[config.mk]
export PLATFORM = sky130hd
export DESIGN_NAME = alu_sequencer
export DESIGN_NICKNAME = d
export VERILOG_FILES = /design/src/rtl/alu_sequencer.sv
export SDC_FILE = /design/constraint.sdc
export NUM_CORES = 1
export LEC_CHECK = 0
export ABC_AREA = 1
export CORE_ASPECT_RATIO = 0.7
export CORE_MARGIN = 2
export CORE_UTILIZATION = 45
export DETAILED_ROUTE_END_ITERATION = 6
export HOLD_SLACK_MARGIN = 0.08
export MAX_ROUTING_LAYER = met4
export PLACE_DENSITY = 0.75
export SLEW_MARGIN = 20
export SYNTH_ARGS = -nofsm -noshare
export SYNTH_HDL_FRONTEND = slang
export SYNTH_SLANG_ARGS = --single-unit
[constraint.sdc]
create_clock -name clk -period 1.9 [get_ports clk]
set_input_delay 0.38 -clock clk [delete_from_list [all_inputs] [get_ports clk]]
set_output_delay 0.38 -clock clk [all_outputs]
set_load 0.005 [all_outputs]
[src/rtl/alu_sequencer.sv]
// alu_sequencer: valid/ready control stage that sequences the external combinational 16-bit ALU.
// Defining ALU_SEQ_MUL_EN turns op 9 into a 16-step shift-add multiply; otherwise op 9 is unsupported.
module alu_sequencer #(
    parameter int WIDTH = 16,
    parameter int CNTW  = 4
) (
    input  logic             clk,
    input  logic             rst_n,
    input  logic             req_valid,
    output logic             req_ready,
    input  logic [3:0]       req_op,
    input  logic [WIDTH-1:0] req_a,
    input  logic [WIDTH-1:0] req_b,
    input  logic [CNTW-1:0]  req_cnt,
    output logic [WIDTH-1:0] alu_x,
    output logic [WIDTH-1:0] alu_y,
    output logic [5:0]       alu_c,
    input  logic [WIDTH-1:0] alu_out,
    output logic             rsp_valid,
    input  logic             rsp_ready,
    output logic [WIDTH-1:0] rsp_data,
    output logic             rsp_z,
    output logic             rsp_lt,
    output logic             rsp_err
);

    localparam logic [5:0] C_ADD   = 6'd42;
    localparam logic [5:0] C_SUB   = 6'd59;
    localparam logic [5:0] C_AND   = 6'd40;
    localparam logic [5:0] C_OR    = 6'd61;
    localparam logic [5:0] C_INC   = 6'd55;
    localparam logic [5:0] C_DEC   = 6'd38;
    localparam logic [5:0] C_NEG   = 6'd39;
    localparam logic [5:0] C_NOT   = 6'd50;
    localparam logic [5:0] C_PASSX = 6'd34;
    localparam logic [5:0] C_ZERO  = 6'd2;

    localparam logic [3:0] OP_SHL = 4'd8;
`ifdef ALU_SEQ_MUL_EN
    localparam logic [3:0] OP_MUL = 4'd9;
`endif

    // Step counter must also hold the 16 multiply iterations.
    localparam int STEPW = (CNTW > 5) ? CNTW : 5;

    typedef enum logic [1:0] {IDLE, EXEC, RESP} state_t;
    typedef enum logic [1:0] {M_SINGLE, M_SHL, M_MUL, M_ERR} mode_t;

    state_t           state;
    mode_t            mode;
    logic [STEPW-1:0] steps;
`ifdef ALU_SEQ_MUL_EN
    logic [WIDTH-1:0] mcand;
    logic [WIDTH-1:0] mplier;
`endif

    logic             exec_done;
    logic [WIDTH-1:0] exec_result;
    logic             exec_err;

    function automatic logic [5:0] single_ctrl(input logic [2:0] op);
        logic [5:0] c;
        case (op)
            3'd0:    c = C_ADD;
            3'd1:    c = C_SUB;
            3'd2:    c = C_AND;
            3'd3:    c = C_OR;
            3'd4:    c = C_INC;
            3'd5:    c = C_DEC;
            3'd6:    c = C_NEG;
            default: c = C_NOT;
        endcase
        return c;
    endfunction

    // Decides whether the current EXEC cycle is the last one and what it returns.
    always_comb begin
        exec_done   = 1'b0;
        exec_result = alu_out;
        exec_err    = 1'b0;
        case (mode)
            M_SINGLE: exec_done = 1'b1;
            M_SHL:    exec_done = (steps <= STEPW'(1));
`ifdef ALU_SEQ_MUL_EN
            M_MUL:    exec_done = (steps == STEPW'(1));
`endif
            default: begin
                exec_done   = 1'b1;
                exec_result = '0;
                exec_err    = 1'b1;
            end
        endcase
    end

    // alu_x doubles as the accumulator for SHL and MUL, so the ALU sees it next cycle with no extra register.
    always_ff @(posedge clk or negedge rst_n) begin
        if (!rst_n) begin
            state     <= IDLE;
            mode      <= M_SINGLE;
            steps     <= '0;
            req_ready <= 1'b0;
            rsp_valid <= 1'b0;
            rsp_data  <= '0;
            rsp_z     <= 1'b0;
            rsp_lt    <= 1'b0;
            rsp_err   <= 1'b0;
            alu_x     <= '0;
            alu_y     <= '0;
            alu_c     <= C_ZERO;
`ifdef ALU_SEQ_MUL_EN
            mcand     <= '0;
            mplier    <= '0;
`endif
        end else begin
            case (state)
                IDLE: begin
                    if (req_valid && req_ready) begin
                        state     <= EXEC;
                        req_ready <= 1'b0;
                        alu_x     <= req_a;
                        alu_y     <= req_b;
                        steps     <= STEPW'(req_cnt);
                        if (!req_op[3]) begin
                            mode  <= M_SINGLE;
                            alu_c <= single_ctrl(req_op[2:0]);
                        end else if (req_op == OP_SHL) begin
                            mode  <= M_SHL;
                            alu_y <= req_a;
                            alu_c <= (req_cnt == '0) ? C_PASSX : C_ADD;
`ifdef ALU_SEQ_MUL_EN
                        end else if (req_op == OP_MUL) begin
                            // mcand/mplier are pre-advanced one step; the first step is set up here.
                            mode   <= M_MUL;
                            alu_x  <= '0;
                            alu_y  <= req_a;
                            mcand  <= req_a << 1;
                            mplier <= req_b >> 1;
                            steps  <= STEPW'(WIDTH);
                            alu_c  <= req_b[0] ? C_ADD : C_PASSX;
`endif
                        end else begin
                            mode  <= M_ERR;
                            alu_c <= C_ZERO;
                        end
                    end else begin
                        req_ready <= 1'b1;
                    end
                end

                EXEC: begin
                    if (exec_done) begin
                        state     <= RESP;
                        rsp_valid <= 1'b1;
                        rsp_data  <= exec_result;
                        rsp_z     <= (exec_result == '0);
                        rsp_lt    <= exec_result[WIDTH-1];
                        rsp_err   <= exec_err;
                        alu_c     <= C_ZERO;
                    end else begin
                        case (mode)
                            M_SHL: begin
                                alu_x <= alu_out;
                                alu_y <= alu_out;
                                steps <= steps - 1'b1;
                            end
`ifdef ALU_SEQ_MUL_EN
                            M_MUL: begin
                                alu_x  <= alu_out;
                                alu_y  <= mcand;
                                mcand  <= mcand << 1;
                                mplier <= mplier >> 1;
                                alu_c  <= mplier[0] ? C_ADD : C_PASSX;
                                steps  <= steps - 1'b1;
                            end
`endif
                            default: ;
                        endcase
                    end
                end

                RESP: begin
                    if (rsp_ready) begin
                        state     <= IDLE;
                        rsp_valid <= 1'b0;
                        req_ready <= 1'b1;
                    end
                end

                default: begin
                    state     <= IDLE;
                    req_ready <= 1'b1;
                    rsp_valid <= 1'b0;
                    alu_c     <= C_ZERO;
                end
            endcase
        end
    end

endmodule

==> flow_summary_export.csv <==
group,metric,value,unit
status,status,"finished clean",
drt,drc,0,
drt,drt_iter0_drc,308,
sta,max_freq,564,MHz
yosys,ys_seq_area_frac,0.464,
die,initial_core_util,0.462,
global_route,grt_pass1_wl,18300,um
setup_path,cp-end-kind,"flop",
clocking,hold_buffers,1,
pwr,ir_drop,0.732,mV
clocking,tritoncts,"built",
sta,max_slew_margin,0.685,
drt,firstDrtPassIters,5,
place,dpl_worst_slack,-0.0419,ns
final_layout,finalInstanceArea,5170,um^2
pwr,power_density,1530,nW/um^2
sta,tightest_slew,0.470,ns
die,io_pins,119,
sta,setup_viol,0,
setup_path,required,2.17,ns
sta,setup_slack,0.126,ns
final_layout,fillCellCount,662,
place,hpwl,8050,um
die,rows,27,
final_layout,diodes,0,
place,port_buffers,118,
clocking,clkTransAtPathRegs,0.05,ns
pwr,p_leak,2.64,nW
drt,avgViaCountPerCell,5.33,
global_route,grt_max_degree,63,
sta,fin_worst_skew,0.00529,ns
final_layout,register_area,1680,um^2
clocking,cts-root-buf,"clkbuf_16",
yosys,yosys_warnings,0,
clocking,clk_path_buf_depth,2,
clocking,htreeDepth,3,
global_route,grtUsageTotal,0.273,
final_layout,syn_to_final_growth,42.8,%
final_layout,multi_input_comb_area,1600,um^2
clocking,clock_sinks,67,
clocking,clk_latency,0.33,ns
die,dieArea,8790,um^2
flow_run,max_cap_violations,0,
place,gp_congestion,0.925,
yosys,syn-cell-area,3620,um^2
die,core_area,7840,um^2
global_route,grt_remaining_overflow,0,
clocking,cts_resized,0,
yosys,ys_ff_latch,67,
hold_path,min_path_type,"in -> async",
setup_path,crit_fanout,37,
yosys,syn_nets,563,
sta,final-hold-violation-count,0,
final_layout,final_util,0.659,
drt,ant_nets,0,
drt,via_count,3847,
setup_path,cp_data_arrival_time,2.04,ns
global_route,antenna_found_initial,0,
setup_path,startpoint_type,"flop",
sta,grt_setup_unrepaired,"false",
clocking,cts_made_buffers,9,
place,placed_area,4890,um^2
sta,setup_tns,0,ns
global_route,first_global_vias,3653,
clocking,cts_setup_buffers,0,
yosys,synth_cell_types,26,
die,die_h,79.0,um
sta,maxSlewViolCount,0,
setup_path,worstSetupPathType,"reg -> reg",
final_layout,layout-drive-gt1-share,0.0564,
final_layout,final_nets,678,
sta,finalCriticalPeriod,1.77,ns
drt,wl,11400,um
sta,period_share,0.934,
yosys,syn_area_per_cell,7.22,um^2
drt,post_drt_wl_per_cell,15.8,um
yosys,syn-instance-count,501,
die,fp.dieW,111,um
kinds of logic after synthesis:
logic type	count (synthesis)	share of synthesized area
xor gates and xnor gates	1	0.00242
adders and majority gates	2	0.00691
DFF	67	0.464
and+or+nand+nor	310	0.368
buffers and inverters	75	0.0944
AOI/OAI and AO/OA	46	0.0643
flip-flops by register name, indices dropped and copies added (netlist names):
register	cells
rsp_err	1
state	2
alu_c	6
mode	2
alu_y	16
rsp_z	1
alu_x	16
req_ready	1
steps	5
rsp_valid	1
rsp_lt	1
rsp_data	15
cell usage after synthesis:
cell      count  share of area
o21bai_1      1         0.0021
nor2_1       17          0.018
xor2_1        1         0.0024
buf_6         3         0.0093
inv_2         2         0.0021
clkbuf_1      2         0.0021
clkinv_1      1         0.0010
nand2_2       1         0.0017
nand2_1     206           0.21
buf_4         5          0.010
nand3_2       1         0.0028
o21ai_0      29          0.040
ha_1          2         0.0069
nor2_4        3         0.0093
dfrtp_1      66           0.46
nand3_4       1         0.0048
nand2_4       1         0.0031
nand4_1       1         0.0017
a21oi_1       3         0.0041
nand3_1      77           0.11
o21ai_1      13          0.018
buf_2        15          0.021
nor2_8        1         0.0055
nor3_1        1         0.0014
inv_1        47          0.049
dfstp_2       1         0.0073
critical path: stages, from the launching register on:
cell and delay, ns:
dfrtp_1 0.37, inv_1 0.08, ha_1 0.18, o21bai_1 0.15
nand2_1 0.15, nand3_4 0.18, nand2_4 0.37, nand2_1 0.12
nand2_1 0.09
path summary, 6_finish.rpt:
check	end	cells after the start	slack, ns	from
worst max-delay path	alu_x[10]$_DFFE_PN0P_	8	0.13	steps[1]$_DFFE_PN0P_
worst min register to register	alu_c[1]$_DFFE_PN1P_	2	0.47	alu_c[1]$_DFFE_PN1P_
worst max register to register	alu_x[10]$_DFFE_PN0P_	8	0.13	steps[1]$_DFFE_PN0P_
min in group clk	alu_c[1]$_DFFE_PN1P_	2	0.47	alu_c[1]$_DFFE_PN1P_
worst min-delay path	alu_c[2]$_DFFE_PN0P_	2	0.42	rst_n
max in group asynchronous	alu_x[12]$_DFFE_PN0P_	3	0.91	rst_n
metal layers:
layer  up-vias  routed length, um  part of all wire  GRT usage
met5         -                  0                 0          -
met2       206               5050              0.44      0.397
met4         0                145             0.013     0.0741
met1      1820               5000              0.44      0.373
li1       1803                  -                 -          -
met3        18               1210              0.11     0.0840
power breakdown:
group / switching [mW] / internal (mW)
clock network: 0.593 / 0.912
logic: 2.00 / 1.82
registers: 0.478 / 2.10
total: 3.07 / 4.83
through the flow:
stage | total power [mW] | hold slack (ns) | cells
floorplan | 4.52 | 0.0844 | 501
global placement | 6.22 | 0.216 | 705
detailed placement | 6.34 | 0.227 | 705
CTS | 7.90 | 0.416 | 722
global route | 8.46 | 0.434 | 722
finish | 7.90 | 0.419 | 722
cell type report:
cell class,instances,area share
Sequential cell,67,0.325
Multi-Input combinational cell,359,0.309
Timing Repair Buffer,129,0.254
Clock buffer,13,0.0484
Inverter,50,0.0363
Tap cell,101,0.0245
Clock inverter,3,0.00291
layout by cell type, fill, tap and decap left out:
master           synthesis  routed
nand4_1                  1       1
nand2_2                  1       1
buf_2                   15       1
clkinv_2                 0       3
clkbuf_16                0       9
clkinv_1                 1       1
buf_4                    5       6
nor3_1                   1       1
o21ai_0                 29      29
nand3_1                 77      77
nor2_4                   3       3
nand3_2                  1       1
o21ai_1                 13      13
ha_1                     2       2
clkdlybuf4s50_1          0     117
nor2_1                  17      17
inv_2                    2       2
a21oi_1                  3       3
xor2_1                   1       1
nand3_4                  1       1
clkbuf_8                 0       1
nor2_8                   1       1
dfrtp_1                 66      66
o21bai_1                 1       1
clkbuf_1                 2       3
buf_12                   0       4
dfstp_2                  1       1
inv_1                   47      47
nand2_4                  1       1
nand2_1                206     206
dlygate4sd3_1            0       1
No activity file was read; power rests on OpenSTA's default activity.
